$ cat src/rtl/ps2_pkg.sv
// Shared types and constants for the PS/2 keyboard receiver.
// Covers scan-code prefixes, the event record, the decoder states and the frame check.
package ps2_pkg;

  localparam logic [7:0] PS2_EXT = 8'hE0;
  localparam logic [7:0] PS2_BRK = 8'hF0;

  typedef struct packed {
    logic       ext;
    logic       brk;
    logic [7:0] code;
  } ps2_evt_t;

  typedef enum logic [1:0] {
    IDLE    = 2'd0,
    EXT     = 2'd1,
    BRK     = 2'd2,
    EXT_BRK = 2'd3
  } ps2_dec_state_e;

  // head = {parity, data[7:0], start} as shifted in LSB-first; stop is the live 11th bit
  function automatic logic ps2_frame_ok(input logic [9:0] head, input logic stop_bit);
    return (head[0] == 1'b0) && ((^head[9:1]) == 1'b1) && (stop_bit == 1'b1);
  endfunction

endpackage

$ cat src/rtl/ps2_evt_fifo.sv
// Synchronous event FIFO for decoded key events.
// It accepts a push into a full FIFO only when a pop happens in the same cycle.
module ps2_evt_fifo
  import ps2_pkg::*;
#(
  parameter int DEPTH = 8
) (
  input  logic                   clk_i,
  input  logic                   rst_i,
  input  logic                   push_i,
  input  ps2_evt_t               wr_data_i,
  input  logic                   pop_i,
  output ps2_evt_t               rd_data_o,
  output logic                   full_o,
  output logic                   empty_o,
  output logic [$clog2(DEPTH):0] level_o
);

  localparam int AW = $clog2(DEPTH);

  ps2_evt_t        mem_q [DEPTH];
  logic [AW-1:0]   wr_ptr_q;
  logic [AW-1:0]   rd_ptr_q;
  logic [AW:0]     count_q;
  logic            do_push_s;
  logic            do_pop_s;

  assign empty_o   = (count_q == '0);
  assign full_o    = (count_q == (AW+1)'(DEPTH));
  assign level_o   = count_q;
  assign rd_data_o = mem_q[rd_ptr_q];
  assign do_pop_s  = pop_i && !empty_o;
  assign do_push_s = push_i && (!full_o || do_pop_s);

  // Storage, pointers and occupancy
  always_ff @(posedge clk_i or posedge rst_i) begin
    if (rst_i) begin
      for (int i = 0; i < DEPTH; i++) begin
        mem_q[i] <= '0;
      end
      wr_ptr_q <= '0;
      rd_ptr_q <= '0;
      count_q  <= '0;
    end else begin
      if (do_push_s) begin
        mem_q[wr_ptr_q] <= wr_data_i;
        wr_ptr_q        <= wr_ptr_q + AW'(1);
      end
      if (do_pop_s) begin
        rd_ptr_q <= rd_ptr_q + AW'(1);
      end
      case ({do_push_s, do_pop_s})
        2'b10:   count_q <= count_q + (AW+1)'(1);
        2'b01:   count_q <= count_q - (AW+1)'(1);
        default: count_q <= count_q;
      endcase
    end
  end

endmodule

$ cat src/rtl/ps2_kbd_rx.sv
// PS/2 keyboard receiver on the system clock.
// Contains sync, frame capture, watchdog, E0/F0 decoder, repeat filter and event FIFO.
module ps2_kbd_rx
  import ps2_pkg::*;
#(
  parameter int FIFO_DEPTH      = 8,
  parameter int CNT_W           = 8,
  parameter int TIMEOUT_CYC     = 100000,
  parameter int SUPPRESS_REPEAT = 1
) (
  input  logic                          clk,
  input  logic                          rst,
  input  logic                          ps2_clk,
  input  logic                          ps2_data,
  output logic                          evt_valid,
  input  logic                          evt_ready,
  output logic [7:0]                    evt_code,
  output logic                          evt_break,
  output logic                          evt_ext,
  output logic [CNT_W-1:0]              press_count,
  output logic [$clog2(FIFO_DEPTH):0]   fifo_level,
  output logic                          overflow,
  output logic                          parity_err,
  output logic                          timeout_err,
  input  logic                          clr_status
);

  localparam int WD_W = $clog2(TIMEOUT_CYC) + 1;

  logic            clk_meta_q, clk_sync_q, clk_hist_q;
  logic            data_meta_q, data_sync_q;
  logic            fall_s;
  logic [9:0]      shift_q;
  logic [3:0]      bit_cnt_q;
  logic [WD_W-1:0] wd_q;
  logic            byte_strobe_q, parity_err_q, timeout_err_q;
  logic [7:0]      byte_q;

  ps2_dec_state_e  state_q, state_d;
  ps2_evt_t        evt_s, head_s;
  logic            emit_s, key_match_s, drop_s, push_s, accept_s, pop_s;
  logic            fifo_full_s, fifo_empty_s;
  logic            lm_valid_q;
  logic [8:0]      lm_key_q;
  logic [CNT_W-1:0] press_count_q;
  logic            overflow_q;

  assign fall_s = clk_hist_q && !clk_sync_q;

  // Two-flop synchronisers, idle-high, plus clock history for edge detection
  always_ff @(posedge clk or posedge rst) begin
    if (rst) begin
      clk_meta_q  <= 1'b1;
      clk_sync_q  <= 1'b1;
      clk_hist_q  <= 1'b1;
      data_meta_q <= 1'b1;
      data_sync_q <= 1'b1;
    end else begin
      clk_meta_q  <= ps2_clk;
      clk_sync_q  <= clk_meta_q;
      clk_hist_q  <= clk_sync_q;
      data_meta_q <= ps2_data;
      data_sync_q <= data_meta_q;
    end
  end

  // Frame capture, frame check on the 11th edge, and partial-frame watchdog
  always_ff @(posedge clk or posedge rst) begin
    if (rst) begin
      shift_q       <= '0;
      bit_cnt_q     <= 4'd0;
      wd_q          <= '0;
      byte_strobe_q <= 1'b0;
      parity_err_q  <= 1'b0;
      timeout_err_q <= 1'b0;
      byte_q        <= 8'h00;
    end else begin
      byte_strobe_q <= 1'b0;
      parity_err_q  <= 1'b0;
      timeout_err_q <= 1'b0;
      if (fall_s) begin
        wd_q <= '0;
        if (bit_cnt_q == 4'd10) begin
          bit_cnt_q <= 4'd0;
          if (ps2_frame_ok(shift_q, data_sync_q)) begin
            byte_strobe_q <= 1'b1;
            byte_q        <= shift_q[8:1];
          end else begin
            parity_err_q <= 1'b1;
          end
        end else begin
          shift_q   <= {data_sync_q, shift_q[9:1]};
          bit_cnt_q <= bit_cnt_q + 4'd1;
        end
      end else if (bit_cnt_q != 4'd0) begin
        if (wd_q == WD_W'(TIMEOUT_CYC - 1)) begin
          bit_cnt_q     <= 4'd0;
          wd_q          <= '0;
          timeout_err_q <= 1'b1;
        end else begin
          wd_q <= wd_q + WD_W'(1);
        end
      end else begin
        wd_q <= '0;
      end
    end
  end

  // Decoder state register
  always_ff @(posedge clk or posedge rst) begin
    if (rst) begin
      state_q <= IDLE;
    end else begin
      state_q <= state_d;
    end
  end

  // Prefix decoding; a bad frame also discards any pending prefix
  always_comb begin
    state_d    = state_q;
    emit_s     = 1'b0;
    evt_s.ext  = (state_q == EXT) || (state_q == EXT_BRK);
    evt_s.brk  = (state_q == BRK) || (state_q == EXT_BRK);
    evt_s.code = byte_q;
    if (parity_err_q) begin
      state_d = IDLE;
    end else if (byte_strobe_q) begin
      case (byte_q)
        PS2_EXT: begin
          if (state_q == IDLE) begin
            state_d = EXT;
          end else begin
            state_d = state_q;
          end
        end
        PS2_BRK: begin
          case (state_q)
            IDLE:    state_d = BRK;
            EXT:     state_d = EXT_BRK;
            default: state_d = state_q;
          endcase
        end
        default: begin
          emit_s  = 1'b1;
          state_d = IDLE;
        end
      endcase
    end else begin
      state_d = state_q;
    end
  end

  assign key_match_s = lm_valid_q && (lm_key_q == {evt_s.ext, evt_s.code});
  assign drop_s      = (SUPPRESS_REPEAT != 0) && emit_s && !evt_s.brk && key_match_s;
  assign push_s      = emit_s && !drop_s;
  assign pop_s       = evt_valid && evt_ready;
  assign accept_s    = push_s && (!fifo_full_s || pop_s);

  // Repeat filter memory, press counter and sticky overflow (set beats clear)
  always_ff @(posedge clk or posedge rst) begin
    if (rst) begin
      lm_valid_q    <= 1'b0;
      lm_key_q      <= 9'd0;
      press_count_q <= '0;
      overflow_q    <= 1'b0;
    end else begin
      if (emit_s && !evt_s.brk && !drop_s) begin
        lm_valid_q <= 1'b1;
        lm_key_q   <= {evt_s.ext, evt_s.code};
      end else if (emit_s && evt_s.brk && key_match_s) begin
        lm_valid_q <= 1'b0;
      end
      if (accept_s && !evt_s.brk) begin
        press_count_q <= press_count_q + CNT_W'(1);
      end
      if (push_s && !accept_s) begin
        overflow_q <= 1'b1;
      end else if (clr_status) begin
        overflow_q <= 1'b0;
      end
    end
  end

  ps2_evt_fifo #(
    .DEPTH (FIFO_DEPTH)
  ) u_fifo (
    .clk_i     (clk),
    .rst_i     (rst),
    .push_i    (accept_s),
    .wr_data_i (evt_s),
    .pop_i     (pop_s),
    .rd_data_o (head_s),
    .full_o    (fifo_full_s),
    .empty_o   (fifo_empty_s),
    .level_o   (fifo_level)
  );

  assign evt_valid   = !fifo_empty_s;
  assign evt_code    = head_s.code;
  assign evt_break   = head_s.brk;
  assign evt_ext     = head_s.ext;
  assign press_count = press_count_q;
  assign overflow    = overflow_q;
  assign parity_err  = parity_err_q;
  assign timeout_err = timeout_err_q;

endmodule

$ cat config.mk
export PLATFORM = sky130hd
export DESIGN_NAME = ps2_kbd_rx
export DESIGN_NICKNAME = d
export VERILOG_FILES = /design/src/rtl/ps2_pkg.sv /design/src/rtl/ps2_evt_fifo.sv /design/src/rtl/ps2_kbd_rx.sv
export SDC_FILE = /design/constraint.sdc
export NUM_CORES = 1
export LEC_CHECK = 0
export CORE_ASPECT_RATIO = 0.5
export CORE_UTILIZATION = 59
export DETAILED_ROUTE_END_ITERATION = 12
export PLACE_DENSITY_LB_ADDON = 0.08
export SYNTH_ARGS = -nofsm -noshare
export SYNTH_HDL_FRONTEND = slang
export SYNTH_SLANG_ARGS = --single-unit
$ cat constraint.sdc
create_clock -name clk -period 12 [get_ports clk]
set_input_delay 3.6 -clock clk [delete_from_list [all_inputs] [get_ports clk]]
set_output_delay 3.6 -clock clk [all_outputs]
set_load 0.02 [all_outputs]
==> results of run 1 <==
## report_power, final
group | switching [W] | total, W | leakage, nW | internal [W]
Clock | 0.000218 | 0.000508 | 0.265 | 0.000290
Sequential | 0.0000820 | 0.000659 | 2.14 | 0.000577
Combinational | 0.000128 | 0.000254 | 1.58 | 0.000126
Total | 0.000428 | 0.00142 | 3.98 | 0.000993
## per-stage QoR
step | instance area (sq um) | setup WS, ns
after global placement | 7860 | 5.97
after global routing | 8420 | 5.41
after detailed placement | 7860 | 5.86
after floorplan | 7460 | 4.12
after CTS | 8420 | 5.53
final | 8420 | 5.54
## sequential cells by signal, summed over array words and instances (netlist names), 2 cells and up
register         count
u_fifo.wr_ptr_q      3
wd_q                18
bit_cnt_q            4
u_fifo.mem_q        80
u_fifo.level_o       4
lm_key_q             9
byte_q               8
state_q              2
press_count          8
shift_q             10
u_fifo.rd_ptr_q      3
## layout make-up
cell class,instances,share of cell area
well taps,165,0.0245
clock buffers,19,0.0526
clock inverters,13,0.0137
multi-input cells,369,0.393
inverters,8,0.00416
repair buffers,33,0.0386
flip-flops and latches,159,0.473
## logic make-up after synthesis
kind of cell | synth area share
AND/OR/NAND/NOR | 0.117
flip-flops | 0.534
multiplexers | 0.237
XOR/XNOR | 0.0575
buffers and inverters | 0.0231
AO/OA/AOI/OAI | 0.0139
adder cells (fa/ha/maj) | 0.0168
## worst max-delay path by stage
stage / startpoint / end / slack, ns / depth (start not counted)
2_1_floorplan: rst / bit_cnt_q[0]$_DFFE_PP0P_ / 4.12 / 1
3_3_place_gp: u_fifo.rd_ptr_q[1]$_DFFE_PP0P_ / evt_code[6] / 5.97 / 3
3_5_place_dp: evt_ready / u_fifo.mem_q[48]$_DFFE_PP0P_ / 5.86 / 5
4_1_cts: u_fifo.rd_ptr_q[1]$_DFFE_PP0P_ / evt_code[6] / 5.53 / 3
5_1_grt: u_fifo.rd_ptr_q[1]$_DFFE_PP0P_ / evt_code[6] / 5.41 / 3
6_report: u_fifo.rd_ptr_q[1]$_DFFE_PP0P_ / evt_code[6] / 5.54 / 3
## placed cells by master (no fill, tap or decap), drive strengths merged, types with 7 or more instances in the layout
master / n
nor3: 11
nand2: 49
ha: 10
mux2: 112
clkbuf: 19
dfrtp: 154
clkinv: 7
clkdlybuf4s50: 31
inv: 9
nor2: 37
nand3: 13
xnor2: 14
mux4: 20
xor2: 35
nand4: 12
## metal layers
layer / share of wire / wire length (um) / global-route usage / vias up
li1: - / - / - / 2045
met1: 0.48 / 6630 / 0.339 / 2247
met2: 0.46 / 6380 / 0.366 / 105
met3: 0.054 / 753 / 0.0576 / 9
met4: 0.0074 / 103 / 0.0783 / 0
met5: 0 / 0 / 0 / -
==> out/qor.txt, run 1 <==
Count leader, synth -> dfrtp_1
Hold path cells -> 0
# DRC -> 0
Rows -> 28
# IOs -> 32
Cell count after synthesis -> 564
Cell variety after synth -> 51
#FFs+latches synth -> 159
Crit path launch type -> flop
Buf/Inv on CP -> 1
Final design utilization -> 0.699
Pleak -> 3.98 nW
Syn-to-layout area delta -> 12.8%
Clk Latency, worst-skew pair -> 0.43 ns
Pwr dens -> 169 nW/um^2
Max-slew violations -> 0
R2r setup slk -> 8.78 ns
Setup TNS -> 0 ns
Worst Path Required -> 8.40 ns
Syn nets -> 580
Layout Cells excl Fill -> 766
Number of synthesized flops with an enable pin -> 0
Normalized max-slew margin -> 0.235
Synth top area share -> 0.517
Clock Sinks -> 159
Synthesized area -> 7460 sq um
Slowest CP cell -> dfrtp_1
Unrepaired setup endpoints after global routing -> false
Initial antenna violation count -> 0
Max Fclk -> 0.155 GHz
Number of global-route vias before repair -> 4418
Initial DRT Pass Iterations -> 4
Register area share after synthesis -> 0.534
H-tree Lvls -> 4
Worst-path clk slew -> 0.06 ns
GRT Total Usage -> 0.239
Critical path fanouts, max -> 22
Area of the multi-input gates -> 3310 sq um
Final setup fails -> 0
R2R cell count -> 12
Register area -> 3990 sq um
First-pass GRT wire length -> 23.5 mm
Initial Utilization -> 0.619
Delay-heaviest family, CP -> flip-flops
Root buffer cell -> clkbuf_16
Synth Area per Inst -> 13.2 sq um
Drt wl/cell -> 18.1 um
Setup Skew -> 0.0201 ns
CP Class -> flop to output port
Gr ovfl total -> 0
Worst setup EP type -> output port
Ys flop type -> dfrtp_1
Layout cell share with drive strength beyond 1 -> 0.306
Placed Cells -> 734
Maxcap violations -> 0
Synth cell count leaders -> dfrtp_1, mux2_2, nand2_1
PortBufs -> 31
Power, Total -> 0.00142 W
CTS tree -> done
Ordered list of cells on the worst path -> mux4_2 > mux2_2 > clkdlybuf4s50_1
Clock tree buffer depth -> 2
Post-synth ARST share -> 1.00
Die X -> 161 um
Worst Max-Slew Pin Slew -> 1.14 ns
Via density -> 5.75
Post-DP HPWL -> 8.66 mm
Largest net degree at the start of global routing -> 82
Fill count -> 861
Initial DRC count -> 313
Yosys top cell by area -> dfrtp_1
Final hold vios -> 0
Gpl congestion -> 0.769
Total die area -> 13100 sq um
Die Ht -> 81.5 um
Yosys warning count -> 0
Synth top area cells -> dfrtp_1, mux2_2, mux4_2
Slowest cell delay on critical path -> 1.02 ns
Core area -> 12100 sq um
R2r endpoint -> u_fifo.level_o[2]$_DFFE_PP0P_
CTS Buf Count -> 17
Worst min-delay path category -> flop to flop
Via count -> 4406
Post-CTS Resized -> 0
Hold path start -> clk_meta_q$_DFF_PP1_
Post-DRT Antenna Nets -> 0
Final Cycle Share -> 0.538
RR Startpoint -> byte_q[0]$_DFFE_PP0P_
Number of antenna diodes -> 0
CTS Hold Bufs -> 0
WHS -> 0.357 ns
# Post-CTS Setup Buffers -> 0
Worst EP arrival -> 2.86 ns
Status -> completed
VDD IR max -> 0.000108 V
Nets@finish -> 604
WL final -> 13.9 mm
Hold EP -> clk_sync_q$_DFF_PP1_
Minimum clock period -> 6.46 ns
(Power assumes the default switching activity.)
==> inputs of run 2 (changes only) <==
- CORE_UTILIZATION: 59 -> 55
- clock period: 12 -> 5.6 ns (I/O delays scaled with it)
==> run 2 against run 1 <==
Compared with the run above: sequential share of layout area fell by 0.73 points; wire length fell by 1.1%; non-clock buffer count rose by 3; die area rose by 7.1%; power rose by 130%; largest cell class unchanged; utilization fell by 3.9 points; combinational power rose by 130%; clock power rose by 150%; critical path type unchanged; largest power group unchanged; sequential power rose by 110%; critical path depth rose by 1.
==> out/qor.txt, run 2 (synthesis results as in run 1) <==
Delay-heaviest family, CP -> buffers and inverters
Worst Max-Slew Pin Slew -> 0.965 ns
Power, Total -> 0.00321 W
Initial antenna violation count -> 0
Fill count -> 949
Final Cycle Share -> 0.753
Slowest CP cell -> mux4_2
Post-DP HPWL -> 8.47 mm
Reg with most FFs -> u_fifo.mem_q
Root buffer cell -> clkbuf_16
# DRC -> 0
Drt wl/cell -> 17.7 um
Layout cell share with drive strength beyond 1 -> 0.311
CTS tree -> done
Minimum clock period -> 4.22 ns
Setup TNS -> 0 ns
Post-CTS Resized -> 0
Final setup fails -> 0
Buf/Inv on CP -> 2
Via count -> 4328
Most frequent cells in the layout -> dfrtp_1, mux2_2, nand2_1, nor2_1, xor2_1
Worst Path Required -> 3.92 ns
R2r setup slk -> 2.40 ns
PortBufs -> 31
Final WS setup -> 1.38 ns
Final hold vios -> 0
Largest net degree at the start of global routing -> 108
Die Ht -> 84.4 um
Clock Sinks -> 159
Gr ovfl total -> 0
Pleak -> 4.04 nW
Commonest non-fill, non-tap cell in the layout -> dfrtp_1
Ordered list of cells on the worst path -> buf_4 > mux4_2 > mux2_2 > clkdlybuf4s50_1
Slowest cell delay on critical path -> 0.55 ns
VDD IR max -> 0.000167 V
Core area -> 13000 sq um
CTS Hold Bufs -> 0
Status -> completed
Die X -> 167 um
WHS -> 0.356 ns
Worst min-delay path category -> flop to flop
Max-slew violations -> 0
# Post-CTS Setup Buffers -> 0
DP Worst Slack -> 1.50 ns
Max Fclk -> 0.237 GHz
GRT Total Usage -> 0.217
Gpl congestion -> 0.747
First-pass GRT wire length -> 23.4 mm
Rows -> 29
H-tree Lvls -> 4
Post-DRT Antenna Nets -> 0
Number of antenna diodes -> 0
Clock tree buffer depth -> 2
Nets@finish -> 607
Design area -> 8550 sq um
Pwr dens -> 376 nW/um^2
WL final -> 13.7 mm
# IOs -> 32
Setup Skew -> 0.0116 ns
Normalized max-slew margin -> 0.354
Maxcap violations -> 0
Total die area -> 14100 sq um
Max FFs per register -> 80
Top Registers -> u_fifo.mem_q (80), wd_q (18), shift_q (10)
CTS Buf Count -> 17
CP Class -> flop to output port
Crit path launch type -> flop
Critical path fanouts, max -> 22
Initial Utilization -> 0.576
Initial DRT Pass Iterations -> 4
Worst-path clk slew -> 0.06 ns
Worst setup EP type -> output port
Worst EP arrival -> 2.54 ns
Clk Latency, worst-skew pair -> 0.41 ns
Initial DRC count -> 296
Syn-to-layout area delta -> 14.6%
Number of global-route vias before repair -> 4411
Placed cell area -> 7900 sq um
Unrepaired setup endpoints after global routing -> false
Via density -> 5.59
==> run 2: changes by cell type in the layout (fill, tap and decap cells not counted) <==
cell       change
clkinv_2       -3
buf_12         +1
inv_6          -1
clkbuf_1       -1
bufinv_16      +3
buf_4          +2
clkbuf_8       +2
==> run 2: final timing paths <==
path / start / end / depth (start not counted)
max: u_fifo.rd_ptr_q[0]$_DFFE_PP0P_ / evt_code[4] / 4
min: clk_meta_q$_DFF_PP1_ / clk_sync_q$_DFF_PP1_ / 0
max reg2reg: byte_q[0]$_DFFE_PP0P_ / u_fifo.level_o[2]$_DFFE_PP0P_ / 12
min reg2reg: clk_meta_q$_DFF_PP1_ / clk_sync_q$_DFF_PP1_ / 0
max in group asynchronous: rst / u_fifo.mem_q[68]$_DFFE_PP0P_ / 3
min in group asynchronous: rst / bit_cnt_q[2]$_DFFE_PP0P_ / 2
==> run 2: power breakdown <==
group          internal (W)  switching, W
Combinational      0.000276      0.000315
Sequential          0.00124      0.000142
Clock              0.000785      0.000460
Total               0.00230      0.000917
==> run 2: cell type report <==
class	instances	area, sq um	area share
sequential	159	3990	0.466
multi-input combinational	369	3310	0.387
clock buffer	20	467	0.0546
timing repair buffer	36	360	0.0421
tap	170	213	0.0249
clock inverter	12	183	0.0214
inverter	8	33.8	0.00395
==> run 2: worst register-to-register path, cell delays in order (launching register included) <==
cell     delay, ns
dfrtp_1       0.52
xor2_1        0.21
nor3_1        0.48
and4_1        0.52
nor3_1        0.17
inv_1         0.11
ha_1          0.26
xor2_1        0.11
ha_1          0.18
a21oi_1       0.15
xor2_1        0.17
nor2_1        0.07
xor2_1        0.14
==> run 2: per-layer routing <==
layer / wire length, um / part of all wire / global-route usage / vias up
met5: 0 / 0 / 0 / -
met2: 6120 / 0.45 / 0.330 / 68
met3: 456 / 0.033 / 0.0396 / 12
li1: - / - / - / 2047
met1: 6990 / 0.51 / 0.320 / 2201
met4: 137 / 0.010 / 0.0707 / 0
==> run 2: per-stage QoR <==
| step | utilization | std cells |
|---|---|---|
| CTS | 0.660 | 774 |
| global route | 0.660 | 774 |
| finish | 0.660 | 774 |
| detailed placement | 0.610 | 742 |
| global placement | 0.610 | 742 |
| floorplan | - | 564 |
